--- src/rtl/hc595_clock_display_if.sv ---
// Pin bundle between the clock/display core and a 74HC595 shift-register chain.
// The master drives the pins; a board model or bench observes them through the slave modport.
interface hc595_clock_display_if;
    logic ds;
    logic shcp;
    logic stcp;
    logic oe;

    modport master (output ds, output shcp, output stcp, output oe);
    modport slave  (input  ds, input  shcp, input  stcp, input  oe);
endinterface

--- src/rtl/hc595_clock_display.sv ---
// Settable HH:MM:SS clock with 12/24-h BCD outputs, a 1 Hz tick, and a multiplexed
// 74HC595 serial driver that scans 4 or 6 seven-segment digits.
module hc595_clock_display #(
    parameter int unsigned CLK_FREQ       = 50_000_000,
    parameter int unsigned DIGITS         = 6,
    parameter int unsigned SHCP_DIV       = 4,
    parameter int unsigned SCAN_CYCLES    = 50_000,
    parameter int unsigned SEG_ACTIVE_LOW = 1,
    parameter int unsigned SEL_ACTIVE_LOW = 1
) (
    input  logic                         clk,
    input  logic                         rst,
    input  logic                         en,
    input  logic                         mode_12h,
    input  logic                         load,
    input  logic [4:0]                   load_h,
    input  logic [5:0]                   load_m,
    input  logic [5:0]                   load_s,
    output logic [7:0]                   hours_o,
    output logic [7:0]                   minutes_o,
    output logic [7:0]                   seconds_o,
    output logic                         pm_o,
    output logic                         sec_tick,
    hc595_clock_display_if.master        hc595
);

    localparam int unsigned TBW     = $clog2(CLK_FREQ);
    localparam int unsigned FRAME_W = 8 + DIGITS;
    localparam int unsigned BCW     = $clog2(FRAME_W);
    localparam int unsigned DVW     = (SHCP_DIV > 1) ? $clog2(SHCP_DIV) : 1;
    localparam int unsigned SCW     = $clog2(SCAN_CYCLES + 1) + 1;
    localparam int unsigned IXW     = $clog2(DIGITS);

    localparam logic [TBW-1:0]    TB_LAST   = TBW'(CLK_FREQ - 1);
    localparam logic [BCW-1:0]    BIT_LAST  = BCW'(FRAME_W - 1);
    localparam logic [DVW-1:0]    DIV_LAST  = DVW'(SHCP_DIV - 1);
    localparam logic [SCW-1:0]    SCAN_LAST = SCW'(SCAN_CYCLES - 1);
    localparam logic [IXW-1:0]    IDX_LAST  = IXW'(DIGITS - 1);
    localparam logic [2:0]        POS_OFF   = (DIGITS == 4) ? 3'd2 : 3'd0;
    localparam logic [DIGITS-1:0] SEL_ONE   = {{(DIGITS-1){1'b0}}, 1'b1};

    if (DIGITS != 4 && DIGITS != 6) begin : g_bad_digits
        $error("hc595_clock_display: DIGITS must be 4 or 6");
    end

    typedef enum logic [1:0] {S_LOAD, S_SHIFT, S_LATCH, S_DWELL} state_t;

    function automatic logic [7:0] to_bcd(input logic [6:0] v);
        logic [3:0] t;
        t = 4'd0;
        for (int unsigned i = 1; i <= 5; i++) begin
            if (v >= 7'(i * 10)) t = 4'(i);
        end
        return {t, 4'(v - 7'(t) * 7'd10)};
    endfunction

    // Active-high {g,f,e,d,c,b,a}
    function automatic logic [6:0] seg7(input logic [3:0] d);
        case (d)
            4'd0:    return 7'h3F;
            4'd1:    return 7'h06;
            4'd2:    return 7'h5B;
            4'd3:    return 7'h4F;
            4'd4:    return 7'h66;
            4'd5:    return 7'h6D;
            4'd6:    return 7'h7D;
            4'd7:    return 7'h07;
            4'd8:    return 7'h7F;
            4'd9:    return 7'h6F;
            default: return 7'h00;
        endcase
    endfunction

    // ---------------- timekeeping ----------------
    logic [TBW-1:0] r_tb;
    logic [4:0]     r_h;
    logic [5:0]     r_m;
    logic [5:0]     r_s;
    logic           r_tick;

    always_ff @(posedge clk) begin
        if (rst) begin
            r_tb   <= '0;
            r_h    <= '0;
            r_m    <= '0;
            r_s    <= '0;
            r_tick <= 1'b0;
        end else if (load) begin
            r_h    <= (load_h > 5'd23) ? 5'd23 : load_h;
            r_m    <= (load_m > 6'd59) ? 6'd59 : load_m;
            r_s    <= (load_s > 6'd59) ? 6'd59 : load_s;
            r_tb   <= '0;
            r_tick <= 1'b0;
        end else if (en && r_tb == TB_LAST) begin
            r_tb   <= '0;
            r_tick <= 1'b1;
            if (r_s == 6'd59) begin
                r_s <= '0;
                if (r_m == 6'd59) begin
                    r_m <= '0;
                    r_h <= (r_h == 5'd23) ? 5'd0 : r_h + 5'd1;
                end else begin
                    r_m <= r_m + 6'd1;
                end
            end else begin
                r_s <= r_s + 6'd1;
            end
        end else begin
            r_tick <= 1'b0;
            if (en) r_tb <= r_tb + 1'b1;
        end
    end

    // ---------------- registered BCD view ----------------
    logic [4:0] w_h12;
    logic [7:0] r_hr_bcd;
    logic [7:0] r_min_bcd;
    logic [7:0] r_sec_bcd;
    logic       r_pm;
    logic       r_mode12;

    always_comb begin
        w_h12 = r_h;
        if (r_h == 5'd0)       w_h12 = 5'd12;
        else if (r_h > 5'd12)  w_h12 = r_h - 5'd12;
    end

    always_ff @(posedge clk) begin
        if (rst) begin
            r_hr_bcd  <= '0;
            r_min_bcd <= '0;
            r_sec_bcd <= '0;
            r_pm      <= 1'b0;
            r_mode12  <= 1'b0;
        end else begin
            r_hr_bcd  <= to_bcd({2'b00, mode_12h ? w_h12 : r_h});
            r_min_bcd <= to_bcd({1'b0, r_m});
            r_sec_bcd <= to_bcd({1'b0, r_s});
            r_pm      <= (r_h >= 5'd12);
            r_mode12  <= mode_12h;
        end
    end

    assign hours_o   = r_hr_bcd;
    assign minutes_o = r_min_bcd;
    assign seconds_o = r_sec_bcd;
    assign pm_o      = r_pm;
    assign sec_tick  = r_tick;

    // ---------------- frame builder ----------------
    logic [IXW-1:0]     r_idx;
    logic [2:0]         w_pos;
    logic [3:0]         w_nib;
    logic               w_dp;
    logic               w_blank;
    logic [7:0]         w_seg_hi;
    logic [7:0]         w_seg;
    logic [DIGITS-1:0]  w_sel;
    logic [FRAME_W-1:0] w_frame;

    // 4-digit boards start at minutes, so map index onto the 6-digit position space
    always_comb begin
        w_pos = 3'(r_idx) + POS_OFF;
        case (w_pos)
            3'd0:    w_nib = r_sec_bcd[3:0];
            3'd1:    w_nib = r_sec_bcd[7:4];
            3'd2:    w_nib = r_min_bcd[3:0];
            3'd3:    w_nib = r_min_bcd[7:4];
            3'd4:    w_nib = r_hr_bcd[3:0];
            default: w_nib = r_hr_bcd[7:4];
        endcase
        w_dp     = r_sec_bcd[0] && (w_pos == 3'd4 || (w_pos == 3'd2 && DIGITS == 6));
        w_blank  = (w_pos == 3'd5) && r_mode12 && (r_hr_bcd[7:4] == 4'd0);
        w_seg_hi = w_blank ? 8'h00 : {w_dp, seg7(w_nib)};
        w_seg    = (SEG_ACTIVE_LOW != 0) ? ~w_seg_hi : w_seg_hi;
        w_sel    = (SEL_ACTIVE_LOW != 0) ? ~(SEL_ONE << r_idx) : (SEL_ONE << r_idx);
        w_frame  = {w_sel, w_seg};
    end

    // ---------------- scan FSM ----------------
    state_t             r_state, w_nxt_state;
    logic [FRAME_W-2:0] r_frame, w_nxt_frame;
    logic [BCW-1:0]     r_bit,   w_nxt_bit;
    logic [DVW-1:0]     r_div,   w_nxt_div;
    logic               r_phase, w_nxt_phase;
    logic [SCW-1:0]     r_scan,  w_nxt_scan;
    logic [IXW-1:0]     w_nxt_idx;
    logic               r_ds,   w_nxt_ds;
    logic               r_shcp, w_nxt_shcp;
    logic               r_stcp, w_nxt_stcp;
    logic               r_oe,   w_nxt_oe;

    always_ff @(posedge clk) begin
        if (rst) begin
            r_state <= S_LOAD;
            r_frame <= '0;
            r_bit   <= '0;
            r_div   <= '0;
            r_phase <= 1'b0;
            r_scan  <= '0;
            r_idx   <= '0;
            r_ds    <= 1'b0;
            r_shcp  <= 1'b0;
            r_stcp  <= 1'b0;
            r_oe    <= 1'b1;
        end else begin
            r_state <= w_nxt_state;
            r_frame <= w_nxt_frame;
            r_bit   <= w_nxt_bit;
            r_div   <= w_nxt_div;
            r_phase <= w_nxt_phase;
            r_scan  <= w_nxt_scan;
            r_idx   <= w_nxt_idx;
            r_ds    <= w_nxt_ds;
            r_shcp  <= w_nxt_shcp;
            r_stcp  <= w_nxt_stcp;
            r_oe    <= w_nxt_oe;
        end
    end

    // Pins are registered next-state values; r_frame holds only the bits not yet on ds
    always_comb begin
        w_nxt_state = r_state;
        w_nxt_frame = r_frame;
        w_nxt_bit   = r_bit;
        w_nxt_div   = r_div;
        w_nxt_phase = r_phase;
        w_nxt_scan  = (r_scan == '1) ? r_scan : r_scan + 1'b1;
        w_nxt_idx   = r_idx;
        w_nxt_ds    = r_ds;
        w_nxt_shcp  = r_shcp;
        w_nxt_stcp  = r_stcp;
        w_nxt_oe    = r_oe;
        case (r_state)
            S_LOAD: begin
                w_nxt_state = S_SHIFT;
                w_nxt_frame = w_frame[FRAME_W-2:0];
                w_nxt_ds    = w_frame[FRAME_W-1];
                w_nxt_bit   = BIT_LAST;
                w_nxt_div   = '0;
                w_nxt_phase = 1'b0;
                w_nxt_shcp  = 1'b0;
            end
            S_SHIFT: begin
                if (r_div == DIV_LAST) begin
                    w_nxt_div = '0;
                    if (!r_phase) begin
                        w_nxt_phase = 1'b1;
                        w_nxt_shcp  = 1'b1;
                    end else begin
                        w_nxt_phase = 1'b0;
                        w_nxt_shcp  = 1'b0;
                        if (r_bit == '0) begin
                            w_nxt_state = S_LATCH;
                            w_nxt_stcp  = 1'b1;
                        end else begin
                            w_nxt_bit   = r_bit - 1'b1;
                            w_nxt_ds    = r_frame[FRAME_W-2];
                            w_nxt_frame = {r_frame[FRAME_W-3:0], 1'b0};
                        end
                    end
                end else begin
                    w_nxt_div = r_div + 1'b1;
                end
            end
            S_LATCH: begin
                if (r_div == DIV_LAST) begin
                    w_nxt_div   = '0;
                    w_nxt_stcp  = 1'b0;
                    w_nxt_oe    = 1'b0;
                    w_nxt_state = S_DWELL;
                end else begin
                    w_nxt_div = r_div + 1'b1;
                end
            end
            S_DWELL: begin
                if (r_scan >= SCAN_LAST) begin
                    w_nxt_state = S_LOAD;
                    w_nxt_scan  = '0;
                    w_nxt_idx   = (r_idx == IDX_LAST) ? '0 : r_idx + 1'b1;
                end
            end
            default: w_nxt_state = S_LOAD;
        endcase
    end

    assign hc595.ds   = r_ds;
    assign hc595.shcp = r_shcp;
    assign hc595.stcp = r_stcp;
    assign hc595.oe   = r_oe;

endmodule

--- src/flat_wrapper.sv ---
// flat-port wrapper written by rule: the top's interface ports become plain ports
module hc595_clock_display_flat 
#(
    parameter int unsigned CLK_FREQ       = 50_000_000,
    parameter int unsigned DIGITS         = 6,
    parameter int unsigned SHCP_DIV       = 4,
    parameter int unsigned SCAN_CYCLES    = 50_000,
    parameter int unsigned SEG_ACTIVE_LOW = 1,
    parameter int unsigned SEL_ACTIVE_LOW = 1
)
  (clk, rst, en, mode_12h, load, load_h, load_m, load_s, hours_o, minutes_o, seconds_o, pm_o, sec_tick, hc595_ds, hc595_shcp, hc595_stcp, hc595_oe);
  hc595_clock_display_if hc595_i ();
  input  logic clk;
  input  logic rst;
  input  logic en;
  input  logic mode_12h;
  input  logic load;
  input  logic [4:0] load_h;
  input  logic [5:0] load_m;
  input  logic [5:0] load_s;
  output logic [7:0] hours_o;
  output logic [7:0] minutes_o;
  output logic [7:0] seconds_o;
  output logic pm_o;
  output logic sec_tick;
  output wire logic [$bits(hc595_i.ds)-1:0] hc595_ds;
  output wire logic [$bits(hc595_i.shcp)-1:0] hc595_shcp;
  output wire logic [$bits(hc595_i.stcp)-1:0] hc595_stcp;
  output wire logic [$bits(hc595_i.oe)-1:0] hc595_oe;
  assign hc595_ds = hc595_i.ds;
  assign hc595_shcp = hc595_i.shcp;
  assign hc595_stcp = hc595_i.stcp;
  assign hc595_oe = hc595_i.oe;
  hc595_clock_display #(.CLK_FREQ(CLK_FREQ), .DIGITS(DIGITS), .SHCP_DIV(SHCP_DIV), .SCAN_CYCLES(SCAN_CYCLES), .SEG_ACTIVE_LOW(SEG_ACTIVE_LOW), .SEL_ACTIVE_LOW(SEL_ACTIVE_LOW)) u_core (.clk(clk), .rst(rst), .en(en), .mode_12h(mode_12h), .load(load), .load_h(load_h), .load_m(load_m), .load_s(load_s), .hours_o(hours_o), .minutes_o(minutes_o), .seconds_o(seconds_o), .pm_o(pm_o), .sec_tick(sec_tick), .hc595(hc595_i));
endmodule
--- config.mk ---
export PLATFORM = sky130hd
export DESIGN_NAME = hc595_clock_display_flat
export DESIGN_NICKNAME = d
export VERILOG_FILES = /design/src/rtl/hc595_clock_display_if.sv /design/src/rtl/hc595_clock_display.sv /design/src/flat_wrapper.sv
export SDC_FILE = /design/constraint.sdc
export NUM_CORES = 1
export LEC_CHECK = 0
export BUFFER_PORTS_ARGS = -buffer_cell sky130_fd_sc_hd__buf_4
export CORE_ASPECT_RATIO = 0.5
export CORE_MARGIN = 2
export CORE_UTILIZATION = 45
export CTS_CLUSTER_SIZE = 14
export DETAILED_ROUTE_END_ITERATION = 8
export PLACE_DENSITY_LB_ADDON = 0.3
export SLEW_MARGIN = 5
export SYNTH_ARGS = -nofsm -noshare
export SYNTH_HDL_FRONTEND = slang
export SYNTH_SLANG_ARGS = --single-unit
--- constraint.sdc ---
create_clock -name clk -period 3.9 [get_ports clk]
set_clock_uncertainty 0.15 [all_clocks]
set_input_delay 0.195 -clock clk [delete_from_list [all_inputs] [get_ports clk]]
set_output_delay 0.195 -clock clk [all_outputs]
set_load 0.02 [all_outputs]
==> flow_summary.yaml, run 1 <==
setup_path:
  cp.arrival_ns: 3.32
  reg2reg_depth: 12
  critical_path.max_fanout: 9
  path_class: "flip-flop to flip-flop"
  critPathLaunchType: "flip-flop"
  rr_startpoint: "u_core.r_h[2]"
  timing.rr.end: "u_core.hours_o[3]"
  end_kind: "flip-flop"
  worstPathRequired_ns: 3.99
  regToRegSetupSlack_ns: 0.68
final_layout:
  stdcell_area_sq_um: 6807
  layout-drive-gt1-share_pct: 9.974
  diodes: 0
  fillers: 1224
  nets: 820
  seqCellArea_sq_um: 2222
  areaGrowthSynthToFinish_pct: 11.87
  multi_input_area_sq_um: 3571
floorplanning:
  ios: 52
  die_h_microns: 86.23
  num_rows: 29
  die_w_microns: 168.4
  core_sq_um: 12920
  initial_utilization_pct: 47.10
  dieArea_sq_um: 14520
power_and_ir_drop:
  switching_share_pct: 31.00
  pwr-share-clk_pct: 31.6
  p_per_area_nw_per_um2: 439.2
  pwr-share-seq_pct: 45.0
  p_leak_nw: 2.577
  p_comb_share_pct: 23.4
  intPower_mw: 2.062
  irDropWorstVdd_v: 0.0002521
  p_switching_mw: 0.9267
clock_network:
  cts_buffers: 9
  cts_tree: "yes"
  cts.sinks: 111
  cts_root_buf: "clkbuf_16"
  h-tree-depth: 3
  path_clk_slew_ns: 0.07
  post_cts_buffers: 0
  insertion_delay_ns: 0.35
  clockBufferDepth: 2
logic_synthesis:
  synth_compound_area_share_pct: 14.44
  synth_cell_types: 70
  synthCells: 746
  ys_warn_count: 0
  synth_fa_ha_area_share_pct: 6.745
  syn_area_sq_um: 6085
  ys_seq_area_share_pct: 36.52
  syn_avg_cell_area_sq_um: 8.156
  yosysTopAreaCell: "dfxtp_1"
  synthMuxAreaShare_pct: 2.838
  ys_async_sr_fraction_pct: 0
  synth_area_leaders: "dfxtp_1 (37%), nor2_1 (6.8%), ha_1 (5.8%)"
  synth-xor-area-share_pct: 7.053
  synth_top_family_by_area: "simple AND/OR/NAND/NOR gates"
  synth_edf_count: 0
  yosys.area.top_type_share_pct: 36.52
  synth-simple-area-share_pct: 27.37
  ys_seq_elements: 111
  ys.flop_type: "dfxtp_1"
timing:
  fmax_mhz: 310.2
  period_needed_ns: 3.223
  slew_headroom_pct: 33.16
  tightest_slew_ns: 0.9896
  final_max_slew_viol_count: 0
  setup_viol: 0
  rsz0062_at_grt: "no"
  hold_violations: 0
  fin_crit_sh_pct: 82.65
  setup_tns_ns: 0
place:
  io_buffers: 47
  dp_hpwl_mm: 9.034
  gp_congestion: 0.8641
  dpl_cell_area_sq_um: 6471
detailed_routing:
  first_iter_violations: 270
  post_drt_wl_per_cell_microns: 13.56
  viasPerCell: 5.420
  routed_wl_mm: 12.77
  drc: 0
  firstDrtPassIters: 4
  vias: 5106
  ant_nets: 0
global_route:
  grt_first_pass_wirelength_mm: 22.06
  antenna_found_initial: 0
  grtUsageTotal_pct: 18.37
  grt_max_degree: 59
  grt_pass1_vias: 4753
  grt-ovfl-total: 0
min_path:
  hp-start: "load_h[4]"
  hold_end: "u_core.r_h[3]"
  worstHoldPathCells: 4
  hold_class: "input port to flip-flop"
outcome:
  status: "finished, final reports clean"
flow_run:
  cap_violations: 0
-- logic make-up after synthesis --
kind of cell               count (synthesis)
adders and majority gates                 31
xor gates and xnor gates                  49
AOI/OAI and AO/OA                        137
other                                      1
DFF                                      111
and+or+nand+nor                          328
buffers and inverters                     72
muxes                                     17
-- timing repair --
action | in CTS | in global routing
hold buffers | 3 | 0
gates resized for setup | 0 | 0
endpoints found under the hold margin | 4 | 0
-- synthesized netlist by cell type, drive strengths merged (16+ instances only) --
master and count:
dfxtp 111, nor2 110, nand3 33, and2 16, xor2 31, buf 16, xnor2 18, a21oi 32
o21ai 45, clkbuf 28, inv 28, nand2 64, nand4 16, ha 28
-- cells in the final DEF (no fill, tap or decap), types with 3 or more instances in the layout --
cell type | synthesis | routed
dfxtp_1 | 111 | 111
nor2_1 | 110 | 110
nand2_1 | 64 | 64
buf_4 | 4 | 48
o21ai_0 | 42 | 42
nand3_1 | 32 | 32
a21oi_1 | 31 | 31
xor2_1 | 31 | 31
inv_1 | 28 | 28
ha_1 | 28 | 28
xnor2_1 | 18 | 18
and2_1 | 16 | 16
nand4_1 | 16 | 16
mux2i_1 | 15 | 15
a211oi_1 | 15 | 15
nor3_1 | 14 | 14
nand2b_1 | 12 | 12
nor2b_1 | 9 | 9
nor3b_1 | 9 | 9
clkbuf_16 | 0 | 9
nand3b_1 | 8 | 8
nor4_1 | 8 | 8
and4_1 | 8 | 8
a31oi_1 | 5 | 5
and3_1 | 5 | 5
conb_1 | 1 | 4
nand4b_1 | 3 | 3
o211ai_1 | 3 | 3
a2111oi_0 | 3 | 3
a41o_1 | 3 | 3
o21ai_1 | 3 | 3
fa_1 | 3 | 3
dlygate4sd3_1 | 0 | 3
-- flip-flops by register name (all words and copies together) (netlist names), 3 cells and up --
signal / cells
u_core.r_scan: 17
u_core.r_tb: 26
u_core.seconds_o: 7
u_core.r_bit: 4
u_core.minutes_o: 7
u_core.r_m: 6
u_core.r_s: 6
u_core.r_frame: 13
u_core.r_h: 5
u_core.hours_o: 6
u_core.r_idx: 3
-- power by group through the flow --
| stage | clock network [mW] | registers [mW] | logic (mW) |
|---|---|---|---|
| floorplan | 0 | 1.37 | 0.514 |
| global placement | 0 | 1.37 | 0.678 |
| detailed placement | 0 | 1.37 | 0.698 |
| CTS | 0.970 | 1.34 | 0.703 |
| global route | 1.02 | 1.36 | 0.796 |
| finish | 0.946 | 1.34 | 0.699 |
-- worst max-delay path, cell delays in order (launching register included) --
cell	delay (ns)
dfxtp_1	0.48
inv_1	0.13
ha_1	0.33
nor3_1	0.25
o21ai_0	0.19
or2_2	0.34
o21ai_0	0.15
ha_1	0.21
inv_1	0.05
fa_1	0.37
xnor2_1	0.21
nor2_1	0.06
a21o_1	0.20
-- worst max path at each step --
stage	start	to	slack, ns	cells after the start
CTS	u_core.r_h[2]	u_core.hours_o[3]	0.68	12
global route	u_core.r_h[2]	u_core.hours_o[3]	0.40	12
finish	u_core.r_h[2]	u_core.hours_o[3]	0.68	12
detailed placement	u_core.r_h[2]	u_core.hours_o[3]	0.70	12
floorplan	u_core.r_h[2]	u_core.hours_o[3]	0.99	12
global placement	u_core.r_h[2]	u_core.hours_o[3]	0.82	12
-- area by class of cell --
cell class / instances / share of cell area (%)
clock buffer: 10 / 3.511
clock inverter: 6 / 0.9743
timing repair buffer: 51 / 5.735
multi-input combinational: 566 / 52.46
inverter: 28 / 1.544
tap: 170 / 3.125
sequential: 111 / 32.65
-- layer usage --
layer | share of wire (%) | up-vias | track usage [%]
li1 | - | 2629 | -
met1 | 48 | 2410 | 23.35
met2 | 47 | 55 | 32.02
met3 | 3.6 | 12 | 4.475
met4 | 1.2 | 0 | 4.232
met5 | 0 | - | 0
-- metrics by stage --
step | total power, mW | util, % | hold WS, ns | setup WS (ns) | std cells
after floorplan | 1.884 | - | 0.1732 | 0.9902 | 749
after global placement | 2.046 | 50.10 | 0.2859 | 0.8201 | 923
after detailed placement | 2.068 | 50.10 | 0.2919 | 0.7003 | 923
after CTS | 3.018 | 52.69 | 0.00006181 | 0.6786 | 942
after global routing | 3.174 | 52.69 | 0.01205 | 0.4000 | 942
final | 2.989 | 52.69 | 0.009618 | 0.6768 | 942
Power figures use the tool's default switching activity.
==> run 2, diff against run 1 <==
ABC_AREA = 1   (was not set)
clock period = 2.6 ns   (was 3.9 ns; I/O delays follow)
==> run 2 against run 1 <==
Design area rose by 8.9%. Count of clock-buffer cells in the layout rose by 1. Highest routed layer unchanged. Final cell count rose by 22%. Utilization rose by 1.5 points. Flip-flop and latch count did not move.
==> flow_summary.yaml, run 2 <==
outcome:
  status: "finished, final reports clean"
timing:
  hold_violations: 0
  setup_tns_ns: 0
  fmax_mhz: 400.8
  tightest_slew_ns: 0.6818
  final_max_slew_viol_count: 0
  fin_crit_sh_pct: 95.95
  rsz0062_at_grt: "yes"
  setup_viol: 0
  period_needed_ns: 2.495
  slew_headroom_pct: 54.27
setup_path:
  timing.rr.end: "u_core.hours_o[3]"
  rr_startpoint: "u_core.r_h[2]"
  end_kind: "flip-flop"
  critPathLaunchType: "flip-flop"
  path_delay_family: "simple AND/OR/NAND/NOR gates"
  worstPathRequired_ns: 2.74
  critPathLaunch: "u_core.r_h[2]"
  critical_path.max_fanout: 5
  critPathBufInv: 5
  worstPathCellList: "inv_2, ha_2, nand3_2, nor2_4, buf_4, inv_1, nand3_1, nand3_1, nand2_1, ha_1, inv_1, fa_2, nand3b_1, nand2_1, inv_1, nand3_1, nand2_1, nor2_1"
  crit_cells: 18
  slowest_delay_ns: 0.36
  reg2reg_depth: 18
  worst_path_max_delay_cell: "dfxtp_2"
  path_class: "flip-flop to flip-flop"
  cp.arrival_ns: 2.63
  regToRegSetupSlack_ns: 0.11
final_layout:
  seqCellArea_sq_um: 2230
  areaGrowthSynthToFinish_pct: 16.48
  multi_input_area_sq_um: 3692
  final_common_cell: "nand2_1"
  largest_reg_flops: 26
  diodes: 0
  mostFrequentLayoutCells: "nand2_1 (167), nor2_1 (112), dfxtp_1 (107)"
  nets: 1003
  largest_register: "u_core.r_tb"
  layout-drive-gt1-share_pct: 16.54
  reg_top3: "u_core.r_tb (26), u_core.r_scan (17), u_core.r_frame (13)"
  fin_cells: 1147
  fillers: 1308
global_route:
  grt_max_degree: 42
  grt-ovfl-total: 0
  grt_pass1_vias: 5279
  grtUsageTotal_pct: 19.36
  grt_first_pass_wirelength_mm: 23.78
  antenna_found_initial: 0
clock_network:
  path_clk_slew_ns: 0.07
  cts_buffers: 9
  cts_tree: "yes"
  cts.sinks: 111
  insertion_delay_ns: 0.35
  cts_root_buf: "clkbuf_16"
  clockBufferDepth: 2
  h-tree-depth: 3
min_path:
  hold_end: "u_core.r_s[1]"
  hp-start: "load_s[1]"
  hold_class: "input port to flip-flop"
  worstHoldPathCells: 5
place:
  place_inst: 1125
  dp_hpwl_mm: 10.58
  io_buffers: 47
  gp_congestion: 0.9095
logic_synthesis:
  synthTopCellsByCount: "nand2_1 (172), nor2_1 (113), dfxtp_1 (111)"
  synth_cell_types: 54
  syn_area_sq_um: 6362
  yosysTopAreaCell: "dfxtp_1"
  yosys.area.top_type_share_pct: 34.93
  ys_seq_area_share_pct: 34.93
  synth_edf_count: 0
  ys_seq_elements: 111
  synth_area_leaders: "dfxtp_1 (35%), nand2_1 (10%), nor2_1 (6.7%)"
  synthCells: 889
  ys.flop_type: "dfxtp_1"
  synth_most_common_cell: "nand2_1"
  ys_warn_count: 0
  syn_avg_cell_area_sq_um: 7.157
  ys_async_sr_fraction_pct: 0
floorplanning:
  die_w_microns: 172.2
  num_rows: 30
  die_h_microns: 88.08
  initial_utilization_pct: 46.57
  ios: 52
  core_sq_um: 13660
  dieArea_sq_um: 15160
detailed_routing:
  post_drt_wl_per_cell_microns: 12.50
  drc: 0
  first_iter_violations: 331
  viasPerCell: 5.046
  vias: 5788
  routed_wl_mm: 14.33
  firstDrtPassIters: 5
  ant_nets: 0
power_and_ir_drop:
  p_leak_nw: 3.210
  p_per_area_nw_per_um2: 621.3
  irDropWorstVdd_v: 0.0003263
flow_run:
  cap_violations: 0
-- run 2: cell count changes after synthesis, sizes merged, moves of 13 or more --
cell	delta
nor3	+13
mux2i	-15
nand3	+29
inv	+75
nand2b	-13
nand2	+123
clkbuf	-19
a21oi	+28
and2	-16
-- run 2: logic make-up (layout without fill, tap and decap cells) --
| family | count (synthesis) | after routing | synth area share [%] |
|---|---|---|---|
| adder cells (fa/ha/maj) | 31 | 31 | 6.450 |
| XOR/XNOR | 39 | 39 | 5.369 |
| AND/OR/NAND/NOR | 437 | 437 | 32.39 |
| AO/OA/AOI/OAI | 137 | 137 | 11.90 |
| other | 1 | 4 | 0.05894 |
| buffers and inverters | 133 | 196 | 8.908 |
| flip-flops | 111 | 111 | 34.93 |
-- run 2: worst max path at each step --
stage,end,slack [ns]
after floorplan,u_core.hours_o[3],0.06
after global placement,u_core.hours_o[3],0.05
after detailed placement,u_core.hours_o[3],-0.07
after CTS,u_core.hours_o[3],0.005
after global routing,u_core.hours_o[3],-0.11
final,u_core.hours_o[3],0.11
-- run 2: cell type report --
cell class / instances / area share [%]
clock buffers: 11 / 3.140
flip-flops and latches: 111 / 30.09
repair buffers: 77 / 7.935
well taps: 192 / 3.242
clock inverters: 5 / 0.5571
inverters: 103 / 5.217
multi-input cells: 648 / 49.82
-- run 2: layer usage --
metal,global-route usage [%],wire length [microns],vias up
li1,-,-,3028
met1,24.17,6690,2648
met2,35.12,6970,99
met3,4.022,544,13
met4,3.743,127,0
met5,0,0,-
-- run 2: worst min-delay path: cells and delay by family --
family,cells,cell delay [ns]
compound gates,2,0.18
buf+inv,1,0.07
simple gates,2,0.08
-- run 2: per-stage QoR --
stage	instance area (sq um)	util (%)	hold WS [ns]	power, mW	setup slack [ns]
after floorplan	6374	-	0.1242	2.971	0.05794
after global placement	6972	51.03	0.2625	3.294	0.04988
after detailed placement	6972	51.03	0.2737	3.324	-0.06841
after CTS	7303	53.45	0.01983	4.643	0.004935
after global routing	7411	54.24	0.05777	4.935	-0.1079
final	7411	54.24	0.01337	4.605	0.1052
-- run 2: timing repair --
action                                 in CTS  in global routing
endpoints found under the hold margin       5                  0
pin swaps                                   0                  5
buffers inserted                            0                  2
setup endpoints to repair                   1                  4
gates resized for setup                     5                 28
hold buffers                                4                  0
-- run 2: power breakdown --
part / internal [mW] / switching (mW)
Clock: 0.662 / 0.632
Combinational: 0.511 / 0.788
Sequential: 1.89 / 0.127
Total: 3.06 / 1.55
